**src/rtl/rf_wb_sched_pkg.sv**
```systemverilog
// Shared definitions for the writeback scheduler: register index and data
// widths, the grant-source encoding and the holding-entry layout.
package rf_wb_sched_pkg;

    localparam int REG_IDX_W = 5;
    localparam int XLEN      = 32;
    localparam int NUM_REGS  = 1 << REG_IDX_W;

    // Which requester wins the register-file write port in a given cycle.
    typedef enum logic [1:0] {
        GRANT_NONE = 2'd0,
        GRANT_ALU  = 2'd1,
        GRANT_LSU  = 2'd2
    } grant_src_e;

    // One pending writeback: destination index and result value.
    typedef struct packed {
        logic [REG_IDX_W-1:0] rd;
        logic [XLEN-1:0]      data;
    } wb_entry_t;

    // One-hot mask selecting a single register in the busy bitmap.
    function automatic logic [NUM_REGS-1:0] idx_onehot(input logic [REG_IDX_W-1:0] idx);
        return NUM_REGS'(1) << idx;
    endfunction

endpackage

```
**src/rtl/rf_wb_sched_wb_slot.sv**
```systemverilog
// Single-entry valid/ready holding register for one writeback requester.
// The entry can be drained and refilled on the same edge, while in_ready
// keeps showing the full state for that cycle.
module wb_slot
    import rf_wb_sched_pkg::*;
(
    input  logic                 clk,
    input  logic                 reset,
    input  logic                 in_valid,
    output logic                 in_ready,
    input  logic [REG_IDX_W-1:0] in_rd,
    input  logic [XLEN-1:0]      in_data,
    input  logic                 pop,
    output logic                 full,
    output wb_entry_t            entry
);

    logic capture;

    assign in_ready = !full;
    assign capture  = in_valid && (!full || pop);

    // Entry storage: load on capture, free on pop, otherwise hold.
    always_ff @(posedge clk or negedge reset) begin
        if (!reset) begin
            // NOTE: the payload is reset too, so a discarded entry never leaks stale data onto the write port.
            full  <= 1'b0;
            entry <= '0;
        end else if (capture) begin
            // NOTE: non-blocking updates keep every flop sampling pre-edge values, regardless of block order.
            full       <= 1'b1;
            entry.rd   <= in_rd;
            entry.data <= in_data;
        end else if (pop) begin
            full <= 1'b0;
        end
    end

endmodule

```
**src/rtl/rf_wb_sched.sv**
```systemverilog
// Writeback scheduler: arbitrates ALU and LSU results onto a single
// register-file write port (LSU first, with an ALU anti-starvation limit)
// and tracks pending destinations in a busy scoreboard for hazard queries.
module rf_wb_sched
    import rf_wb_sched_pkg::*;
#(
    parameter int STARVE_LIMIT = 3
) (
    input  logic                   clk,
    input  logic                   reset,
    input  logic                   alu_valid,
    output logic                   alu_ready,
    input  logic [XLEN-1:0]        alu_rd,
    input  logic signed [XLEN-1:0] alu_data,
    input  logic                   lsu_valid,
    output logic                   lsu_ready,
    input  logic [XLEN-1:0]        lsu_rd,
    input  logic signed [XLEN-1:0] lsu_data,
    output logic                   rf_we,
    output logic [XLEN-1:0]        rf_rd,
    output logic signed [XLEN-1:0] rf_data,
    input  logic                   issue_valid,
    input  logic [XLEN-1:0]        issue_rd,
    input  logic [XLEN-1:0]        rs1_addr,
    input  logic [XLEN-1:0]        rs2_addr,
    output logic                   rs1_busy,
    output logic                   rs2_busy
);

    localparam int CNT_W = (STARVE_LIMIT < 1) ? 1 : $clog2(STARVE_LIMIT + 1);
    localparam logic [CNT_W-1:0] STARVE_MAX = CNT_W'(STARVE_LIMIT);

    logic                 alu_full;
    logic                 lsu_full;
    wb_entry_t            alu_entry;
    wb_entry_t            lsu_entry;
    logic                 alu_pop;
    logic                 lsu_pop;
    grant_src_e           grant;
    wb_entry_t            sel_entry;
    logic [CNT_W-1:0]     starve_cnt;
    logic [CNT_W-1:0]     starve_cnt_next;
    logic [NUM_REGS-1:0]  busy;
    logic [NUM_REGS-1:0]  busy_next;
    logic [NUM_REGS-1:0]  set_mask;
    logic [NUM_REGS-1:0]  clr_mask;

    // Only the low index bits address the register file; the rest are ignored.
    logic unused_bits;
    assign unused_bits = ^{alu_rd[XLEN-1:REG_IDX_W], lsu_rd[XLEN-1:REG_IDX_W],
                           issue_rd[XLEN-1:REG_IDX_W], rs1_addr[XLEN-1:REG_IDX_W],
                           rs2_addr[XLEN-1:REG_IDX_W]};

    assign alu_pop = (grant == GRANT_ALU);
    assign lsu_pop = (grant == GRANT_LSU);

    wb_slot u_alu_slot (
        .clk      (clk),
        .reset    (reset),
        .in_valid (alu_valid),
        .in_ready (alu_ready),
        .in_rd    (alu_rd[REG_IDX_W-1:0]),
        .in_data  (alu_data),
        .pop      (alu_pop),
        .full     (alu_full),
        .entry    (alu_entry)
    );

    wb_slot u_lsu_slot (
        .clk      (clk),
        .reset    (reset),
        .in_valid (lsu_valid),
        .in_ready (lsu_ready),
        .in_rd    (lsu_rd[REG_IDX_W-1:0]),
        .in_data  (lsu_data),
        .pop      (lsu_pop),
        .full     (lsu_full),
        .entry    (lsu_entry)
    );

    // Pick one full entry: LSU first unless the ALU has waited out its limit.
    always_comb begin
        // NOTE: defaults first guarantee every path assigns, so no latch is inferred.
        grant     = GRANT_NONE;
        sel_entry = '0;
        if (lsu_full && !(alu_full && starve_cnt == STARVE_MAX)) begin
            grant     = GRANT_LSU;
            sel_entry = lsu_entry;
        end else if (alu_full) begin
            grant     = GRANT_ALU;
            sel_entry = alu_entry;
        end
    end

    // Count LSU wins while the ALU waits; reset once the ALU is served or idle.
    always_comb begin
        starve_cnt_next = starve_cnt;
        if (!alu_full || grant == GRANT_ALU) begin
            starve_cnt_next = '0;
        end else if (grant == GRANT_LSU && starve_cnt != STARVE_MAX) begin
            starve_cnt_next = starve_cnt + 1'b1;
        end
    end

    // Starvation counter register.
    always_ff @(posedge clk or negedge reset) begin
        if (!reset) begin
            starve_cnt <= '0;
        end else begin
            starve_cnt <= starve_cnt_next;
        end
    end

    // Registered write port; a grant to x0 frees the entry but writes nothing.
    always_ff @(posedge clk or negedge reset) begin
        if (!reset) begin
            rf_we   <= 1'b0;
            rf_rd   <= '0;
            rf_data <= '0;
        end else begin
            rf_we <= (grant != GRANT_NONE) && (sel_entry.rd != '0);
            if (grant != GRANT_NONE) begin
                rf_rd   <= {{(XLEN-REG_IDX_W){1'b0}}, sel_entry.rd};
                rf_data <= sel_entry.data;
            end
        end
    end

    // Busy bitmap update: issue sets, writeback clears, set wins, x0 never busy.
    always_comb begin
        set_mask     = issue_valid ? idx_onehot(issue_rd[REG_IDX_W-1:0]) : '0;
        clr_mask     = rf_we ? idx_onehot(rf_rd[REG_IDX_W-1:0]) : '0;
        busy_next    = (busy & ~clr_mask) | set_mask;
        busy_next[0] = 1'b0;
    end

    // Busy bitmap register.
    always_ff @(posedge clk or negedge reset) begin
        if (!reset) begin
            busy <= '0;
        end else begin
            busy <= busy_next;
        end
    end

    // Hazard query, treating the write currently on the port as already done.
    assign rs1_busy = busy[rs1_addr[REG_IDX_W-1:0]]
                      && !(rf_we && rf_rd[REG_IDX_W-1:0] == rs1_addr[REG_IDX_W-1:0]);
    assign rs2_busy = busy[rs2_addr[REG_IDX_W-1:0]]
                      && !(rf_we && rf_rd[REG_IDX_W-1:0] == rs2_addr[REG_IDX_W-1:0]);

endmodule
```
**config.mk**
```make
export PLATFORM = sky130hd
export DESIGN_NAME = rf_wb_sched
export DESIGN_NICKNAME = d
export VERILOG_FILES = /design/src/rtl/rf_wb_sched_pkg.sv /design/src/rtl/rf_wb_sched_wb_slot.sv /design/src/rtl/rf_wb_sched.sv
export SDC_FILE = /design/constraint.sdc
export NUM_CORES = 1
export LEC_CHECK = 0
export BUFFER_PORTS_ARGS = -buffer_cell sky130_fd_sc_hd__buf_2
export CAP_MARGIN = 10
export CORE_UTILIZATION = 25
export CTS_CLUSTER_SIZE = 16
export DETAILED_ROUTE_END_ITERATION = 7
export HOLD_SLACK_MARGIN = 0.12
export PLACE_DENSITY_LB_ADDON = 0.1
export SYNTH_ARGS = -nofsm -noshare
export SYNTH_HDL_FRONTEND = slang
export SYNTH_SLANG_ARGS = --single-unit
```
**constraint.sdc**
```tcl
create_clock -name clk -period 2.4 [get_ports clk]
set_input_delay 0.24 -clock clk [delete_from_list [all_inputs] [get_ports clk]]
set_output_delay 0.24 -clock clk [all_outputs]
set_load 0.02 [all_outputs]
```
### After elaboration in Yosys (flattened, before gate mapping)

Cells that the tools add are included.

| storage, ports and cells | value |
|---|---|
| word-level logic and storage cells | 63 |
| output and inout port bits | 69 |
| bits in registers | 147 |
| input port bits | 229 |

| cells by class | value |
|---|---|
| magnitude comparators | 2 |
| $add $sub $neg | 1 |
| bitwise logic cells | 3 |
| muxes and demuxes | 16 |
| eq/ne operators | 6 |
| reductions and logical operators | 22 |
| shift operators | 2 |

Operator list:

| cell | number |
|---|---|
| $mux 37 | 2 |
| $mux 32 | 2 |
| $shl 1x5->32 const A | 2 |
| $and 32x32->32 | 1 |
| $not 32->32 | 1 |
| $or 32x32->32 | 1 |
| $lt 5x6->1 const B | 2 |
| $bmux 1 s5 | 2 |
| $eq 5x5->1 | 2 |
| $logic_and 1x1->1 | 10 |
| $reduce_bool 2->1 | 4 |
| $mux 1 | 7 |
| $mux 2 | 3 |
| $logic_not 1->1 | 5 |
| $reduce_bool 5->1 | 1 |
| $eq 2x2->1 const B | 2 |
| $add 2x1->2 const B | 1 |
| $eq 2x1->1 const B | 1 |
| $logic_or 1x1->1 | 2 |
| $ne 2x2->1 const B | 1 |

### Logic depth before layout (Yosys ltp)

Gate-level depths: netlist of the first run.

| depth | value |
|---|---|
| word-level depth | 9 |
| depth in mapped cells | 6 |
| depth with buffers taken out | 5 |

### By module

A second synthesis of the first run with hierarchy kept.

| second synthesis, totals | value |
|---|---|
| cells, all modules | 568 |
| area, all modules | 7225.7 um^2 |

Modules (own cells, without submodules):

| module | seq. area each (um^2) | times used | area each (um^2) | cells an instance |
|---|---|---|---|---|
| rf_wb_sched | 1776.7 | 1 | 4072.7 | 404 |
| wb_slot | 950.9 | 2 | 1576.5 | 82 |

### Least setup slack after synthesis of the first run

Ideal clock, no wire load.

| path | value |
|---|---|
| kind | in2out |
| start | input port rs1_addr[0] |
| end | output port rs1_busy |
| path buffers | 1 |
| slack | 0.493 ns |
| data arrival time | 1.667 ns |
| data required time | 2.160 ns |
| cell stages on the path | 6 |
| cell sequence | buf_6 mux4_1 inv_1 a221oi_1 a211oi_2 a311oi_1 |

| between the ends | value |
|---|---|
| longest elaborated chain between the ends | 4 |
| elaborated cells on any way between the ends | 6 |
| those cells by class | eq/ne: 1; mux: 2; reduce/logical: 3 |

Ends and longest elaborated chain:

| item | RTL line | source |
|---|---|---|
| start: declaration | rf_wb_sched.sv:24 | `input logic [XLEN-1:0] rs1_addr,` |
| parallel branches: the longest is 3 deep, another holds $bmux 1 s5 | - |  |
| $logic_and 1x1->1 (*) | rf_wb_sched.sv:148 | `&& !(rf_we && rf_rd[REG_IDX_W-1:0] == rs1_addr[REG_IDX_W-1:0]);` |
| end: declaration | rf_wb_sched.sv:26 | `output logic rs1_busy,` |

Mark *: on every way between the ends. The select of a mux whose other input is x is not followed.

### Worst setup path after layout of the first run

| path | value |
|---|---|
| start | register busy[9] |
| end | output port rs1_busy |

| between the ends | value |
|---|---|
| longest elaborated chain between the ends | 3 |

Ends and longest elaborated chain:

| item | RTL line | source |
|---|---|---|
| start: declaration | rf_wb_sched.sv:43 | `logic [NUM_REGS-1:0] busy;` |
| start signal: assignment | rf_wb_sched.sv:142 | `busy <= busy_next;` |
| $bmux 1 s5 | rf_wb_sched.sv:147 | `assign rs1_busy = busy[rs1_addr[REG_IDX_W-1:0]]` |
| $mux 1 (implied by the code) | rf_wb_sched.sv:147 |  |
| $logic_and 1x1->1 | rf_wb_sched.sv:148 |  |

Every way passes these cells. The select of a mux whose other input is x is not followed.

==> impl_metrics.py, run 1 <==
metrics = {
    "status": {
        "status": "completed",
    },
    "timing": {
        "hold_violations": 0,
        "worst_slack_ns": 0.0753,
        "finalSetupTns_ns": 0,
        "finalCritPeriodShare": 0.969,
        "max_freq_mhz": 430,
        "finalCriticalPeriod_ns": 2.32,
        "skew_ns": 0.0106,
        "setup_viol": 0,
        "slew_violations": 0,
        "rsz0062_at_grt": "false",
    },
    "logic_synthesis": {
        "ys_ff_latch": 147,
        "synth.avg_cell_area_um2": 12.0,
        "yosysTopAreaCellShare": 0.534,
        "synthCells": 575,
        "synthDistinctLibCells": 41,
        "synth_area_um2": 6880,
        "synth_ff_type": "dfrtp_1",
        "yosysSeqAreaShare": 0.534,
        "synth_area_leaders": "dfrtp_1 53%, mux2_2 13%, o21ai_0 7.4%, mux2i_1 7.3%, buf_4 3.4%",
        "async_flop_share": 1.00,
        "synth_edf_count": 0,
        "yosysWarnings": 0,
        "synth_top_area_cell": "dfrtp_1",
    },
    "power_and_ir_drop": {
        "power.density_nw_per_um2": 837,
        "ir_worst_vdd_v": 0.000400,
        "comb_power_share": 0.221,
        "p_seq_frac": 0.446,
        "fin_total_pwr_mw": 7.72,
        "p_leak_nw": 4.17,
        "p_sw_mw": 2.42,
        "clockPowerShare": 0.333,
        "power.internal_mw": 5.30,
        "p_sw_frac": 0.313,
    },
    "floorplanning": {
        "die-area_um2": 28200,
        "initial_core_util": 0.255,
        "die_w_um": 168,
        "ios": 298,
        "core_um2": 27000,
        "die_h_um": 168,
        "row_count": 60,
    },
    "clock_tree": {
        "clk_latency_ns": 0.42,
        "cts_buffers": 17,
        "tritoncts": "built",
        "clkTransAtPathRegs_ns": 0.06,
        "htree_levels": 4,
        "cts_root_buffer": "clkbuf_16",
        "ctsResizeCount": 0,
        "clock-sinks": 147,
        "cts_buffer_depth": 2,
    },
    "placed_design": {
        "place_area_um2": 7880,
        "portBuffers": 135,
        "place_ws_ns": 0.354,
        "hpwl_mm": 13.2,
        "place_congestion": 0.817,
    },
    "setup_path": {
        "crit_required_ns": 2.16,
        "cp-end-kind": "primary output",
        "cpMaxStageDelayCell": "mux4_1",
        "r2r_slack_ns": 0.43,
        "slowest_delay_ns": 0.52,
        "critPathKind": "reg -> out",
        "worstReg2RegEnd": "u_alu_slot.entry[32]$_DFFE_PN0P_",
        "cp-start-kind": "flip-flop",
        "reg2reg_from": "starve_cnt[0]$_DFFE_PN0P_",
        "crit_arrival_ns": 2.08,
        "r2r.worst_path.cells": 5,
        "crit_fanout": 3,
        "crit_chain": "mux4_1 > mux2_2 > a211oi_2 > a311oi_1 > buf_2",
    },
    "route": {
        "antenna_left": 0,
        "via_count": 5143,
        "routed_wl_mm": 18.5,
        "drt-initial-drc-count": 187,
        "route.detailed.drc": 0,
        "routedWlPerCell_um": 16.2,
        "vias_per_cell": 4.50,
        "first_pass_iters": 4,
    },
    "global_routing": {
        "grt_pass1_wl_mm": 29.5,
        "grt-ovfl-total": 0,
        "globalRouteTotalUtil": 0.136,
        "grt_pass1_vias": 5462,
        "grt_max_degree": 53,
        "grt_antenna_before_repair": 0,
    },
    "layout": {
        "drive_above_1_share": 0.341,
        "areaGrowthSynthToFinish_pct": 34.0,
        "nets": 1018,
        "final_area_um2": 9230,
        "antenna_cells": 0,
    },
    "worst_hold_path": {
        "hold_path_depth": 3,
        "min_path_type": "in -> reg",
        "min_from": "issue_rd[0]",
        "min_to": "busy[27]$_DFF_PN0_",
    },
    "job": {
        "cap_violations": 0,
    },
}
==> synth_stat cells (3+ instances only) <==
cell type and number:
a2111oi_0 3, a221oi_1 3, buf_2 9, buf_4 31, clkbuf_1 15, dfrtp_1 147, inv_1 6, mux2_2 77
mux2i_1 50, mux4_1 5, mux4_2 3, nand2_1 44, nand2b_1 12, nand3_1 8, nand3b_1 5, nor2_1 5
nor2b_1 6, o21ai_0 102, or2_2 7, xor2_1 8
==> power by group through the flow <==
stage          clock [mW]  sequential [mW]  combinational, mW
2_1_floorplan           0             3.41               1.04
3_3_place_gp            0             3.45               1.60
3_5_place_dp            0             3.48               1.62
4_1_cts              2.67             3.44               1.73
5_1_grt              2.78             3.52               1.90
6_report             2.57             3.45               1.70
==> cell usage in the layout (no fill, tap or decap), types with 6 or more instances in the layout <==
cell type / netlist / layout
nor2b_1: 6 / 6
nand2b_1: 12 / 12
mux2i_1: 50 / 50
dlygate4sd3_1: 0 / 77
nand2_1: 44 / 43
mux2_2: 77 / 77
inv_1: 6 / 6
o21ai_0: 102 / 102
buf_2: 9 / 134
xor2_1: 8 / 8
conb_1: 1 / 27
or2_2: 7 / 7
clkbuf_16: 0 / 17
nand3_1: 8 / 8
dfrtp_1: 147 / 146
buf_4: 31 / 10
==> repair_timing <==
action	4_1_cts	5_1_grt
endpoints found under the hold margin	121	0
setup buffers	0	0
hold buffers	77	0
==> layout make-up <==
class | count | area (um^2)
fillers | 2720 | 17700
clock buffers | 18 | 429
flip-flops and latches | 147 | 3680
multi-input cells | 390 | 2930
inverters | 7 | 26.3
repair buffers | 225 | 1590
clock inverters | 14 | 143
well taps | 341 | 427
==> cells by family (layout without fill, tap and decap cells) <==
kind of cell | after synthesis | in the layout | synth area share
other | 1 | 27 | 0.000545
xor gates and xnor gates | 10 | 10 | 0.0127
AOI/OAI and AO/OA | 117 | 117 | 0.0916
buffers and inverters | 64 | 264 | 0.0556
and+or+nand+nor | 100 | 100 | 0.0756
DFF | 147 | 147 | 0.534
adders and majority gates | 1 | 1 | 0.00182
muxes | 135 | 135 | 0.228
==> through the flow <==
stage | cells | util | hold WS, ns
after floorplan | 601 | - | -0.0556
after global placement | 1033 | 0.292 | 0.204
after detailed placement | 1033 | 0.292 | 0.217
after CTS | 1142 | 0.342 | 0.180
after global routing | 1142 | 0.342 | 0.212
final | 1142 | 0.342 | 0.217
==> critical path, delay by kind of cell, from the launching register on <==
family          cells  cell delay [ns]
compound gates      2             0.28
flops               1             0.42
buf+inv             1             0.17
mux                 2             0.81
==> per-layer routing <==
layer	GRT usage	vias to the layer above	part of all wire	routed length (um)
li1	-	2419	-	-
met3	0.0360	17	0.052	972
met2	0.229	130	0.49	9150
met4	0.0507	0	0.015	273
met5	0	-	0	0
met1	0.166	2577	0.44	8150
==> flip-flops by register name, indices dropped and copies added, names as in the netlist <==
register          flops
busy                 31
rf_data              32
rf_rd                 5
rf_we                 1
starve_cnt            2
u_alu_slot.entry     37
u_alu_slot.full       1
u_lsu_slot.entry     37
u_lsu_slot.full       1
==> how the worst max path moves through the flow <==
stage | startpoint | endpoint | slack (ns) | depth (start not counted)
after global routing | busy[9]$_DFF_PN0_ | rs1_busy | 0.003 | 5
after CTS | busy[9]$_DFF_PN0_ | rs1_busy | 0.06 | 5
after floorplan | rs1_addr[0] | rs1_busy | 0.49 | 6
after detailed placement | rs1_addr[0] | rs1_busy | 0.35 | 6
after global placement | rs1_addr[0] | rs1_busy | 0.34 | 6
final | busy[9]$_DFF_PN0_ | rs1_busy | 0.08 | 5
(Power assumes the default switching activity.)
==> run 2, diff against run 1 <==
--- a/config.mk
+++ b/config.mk
@@ -7,3 +7,2 @@
 export LEC_CHECK = 0
-export BUFFER_PORTS_ARGS = -buffer_cell sky130_fd_sc_hd__buf_2
 export CAP_MARGIN = 10
@@ -12,2 +11,3 @@
 export DETAILED_ROUTE_END_ITERATION = 7
+export DONT_BUFFER_PORTS = 1
 export HOLD_SLACK_MARGIN = 0.12
==> constraint.sdc (replaced) <==
create_clock -name clk -period 2.4 [get_ports clk]
set_input_delay 0.72 -clock clk [delete_from_list [all_inputs] [get_ports clk]]
set_output_delay 0.72 -clock clk [all_outputs]
set_load 0.02 [all_outputs]
==> impl_metrics.py, run 2 (same netlist as run 1, synthesis figures left out) <==
metrics = {
    "layout": {
        "nets": 818,
        "biggestRegsByFlops": "u_alu_slot.entry x37, u_lsu_slot.entry x37, rf_data x32",
        "layout_commonest_cell": "dfrtp_1",
        "areaGrowthSynthToFinish_pct": 15.2,
        "fillers": 2776,
        "drive_above_1_share": 0.270,
        "final_cell_mix": "146 x dfrtp_1, 102 x o21ai_0, 76 x mux2_2",
    },
    "global_routing": {
        "grt_pass1_wl_mm": 28.0,
        "grtUsageMet2": 0.217,
        "grt_antenna_before_repair": 4,
        "grt_max_degree": 148,
        "grt_pass1_vias": 4716,
        "met3_usage": 0.0531,
        "gr-max-usage-layer": "met2",
        "globalRouteTotalUtil": 0.133,
        "use_met1": 0.158,
        "grt-ovfl-total": 0,
    },
    "timing": {
        "max_freq_mhz": 362,
        "setup_viol": 2,
        "hold_slack_ns": -0.0159,
        "finalCritPeriodShare": 1.15,
        "rsz0062_at_grt": "true",
        "worst_slack_ns": -0.364,
        "skew_ns": 0.00843,
        "hold_violations": 31,
        "slew_violations": 0,
        "finalCriticalPeriod_ns": 2.76,
    },
    "route": {
        "drt-initial-drc-count": 159,
        "route.detailed.drc": 0,
        "via_count": 4443,
        "antenna_left": 0,
        "first_pass_iters": 4,
        "routedWlPerCell_um": 19.0,
        "routed_wl_mm": 17.9,
        "vias_per_cell": 4.71,
    },
    "setup_path": {
        "r2r.worst_path.cells": 5,
        "cp_num_cells": 5,
        "crit_chain": "mux4_2 > mux2_4 > a211oi_4 > a311oi_4 > buf_6",
        "cp-start-kind": "flip-flop",
        "crit_family": "multiplexers",
        "cp-end-kind": "primary output",
        "crit_required_ns": 1.68,
        "crit_fanout": 3,
        "cpMaxStageDelayCell": "mux4_2",
        "crit_arrival_ns": 2.04,
        "critPathKind": "reg -> out",
        "slowest_delay_ns": 0.47,
        "crit_buf_inv": 1,
    },
    "power_and_ir_drop": {
        "p_leak_nw": 3.39,
        "ir_worst_vdd_v": 0.000360,
        "p_sw_frac": 0.313,
        "power.density_nw_per_um2": 965,
        "comb_power_share": 0.189,
        "fin_total_pwr_mw": 7.65,
        "clockPowerShare": 0.351,
        "p_seq_frac": 0.460,
        "power.internal_mw": 5.25,
        "p_sw_mw": 2.40,
    },
    "status": {
        "status": "finished, violations left",
        "violations": "negative hold slack, negative setup slack",
    },
    "placed_design": {
        "hpwl_mm": 12.5,
        "place_congestion": 0.768,
        "portBuffers": 0,
    },
    "floorplanning": {
        "die_h_um": 168,
        "core_um2": 27000,
        "row_count": 60,
        "die-area_um2": 28200,
        "ios": 298,
        "die_w_um": 168,
        "initial_core_util": 0.255,
    },
    "job": {
        "cap_violations": 0,
    },
    "clock_tree": {
        "cts_root_buffer": "clkbuf_16",
        "cts_buffer_depth": 2,
        "tritoncts": "built",
        "htree_levels": 4,
        "clk_latency_ns": 0.42,
        "cts_buffers": 17,
        "postCtsSetupBuffers": 0,
        "clock-sinks": 147,
        "clkTransAtPathRegs_ns": 0.07,
    },
    "worst_hold_path": {
        "min_path_type": "in -> async",
    },
}
## run 2: layer usage
metal  share of wire  wire length (um)
met5          0.0023                41
met4           0.017               304
met3           0.081              1450
met2            0.48              8550
met1            0.42              7560
## run 2: final cells by class
cell class / instances / area [um^2] / share of cell area
inverter: 7 / 26.3 / 0.00331
tap: 341 / 427 / 0.0538
sequential: 147 / 3680 / 0.464
clock buffer: 17 / 425 / 0.0537
multi-input combinational: 390 / 3000 / 0.378
timing repair buffer: 25 / 204 / 0.0257
antenna: 2 / 5.00 / 0.000631
clock inverter: 15 / 161 / 0.0204
## run 2: worst paths after layout
check                                           from                               end  slack (ns)
setup / recovery                   busy[8]$_DFF_PN0_                          rs1_busy       -0.36
hold / removal                                 reset  u_lsu_slot.entry[19]$_DFFE_PN0P_       -0.02
setup reg to reg           starve_cnt[0]$_DFFE_PN0P_  u_alu_slot.entry[11]$_DFFE_PN0P_        0.40
hold reg to reg            starve_cnt[0]$_DFFE_PN0P_         starve_cnt[0]$_DFFE_PN0P_        0.43
max in group asynchronous                      reset                busy[30]$_DFF_PN0_        2.22
min in group clk                           lsu_valid       u_lsu_slot.full$_DFFE_PN0P_        0.41
## run 2: power by group through the flow
stage	clock network, mW	registers [mW]	logic [mW]
final	2.69	3.52	1.44
after global routing	2.90	3.59	1.61
after CTS	2.78	3.52	1.45
after detailed placement	0	3.57	1.43
after global placement	0	3.56	1.41
after floorplan	0	3.41	1.10
## run 2: metrics by stage
stage          cells  cell area, um^2  setup WS [ns]  TNS (ns)  utilization
6_report         944             7930         -0.364    -0.664        0.294
5_1_grt          942             7920         -0.418    -0.822        0.294
4_1_cts          942             7910         -0.383    -0.741        0.293
3_5_place_dp     910             7310         -0.298    -0.555        0.271
3_3_place_gp     910             7310         -0.296    -0.538        0.271
2_1_floorplan    601             7040         -0.260    -0.341            -
## run 2: what timing repair did
| item | 4_1_cts | 5_1_grt |
|---|---|---|
| setup endpoints to repair | 2 | 2 |
| pin swaps | 1 | 0 |
| resized for setup | 2 | 3 |
| hold endpoints to repair | 147 | 147 |
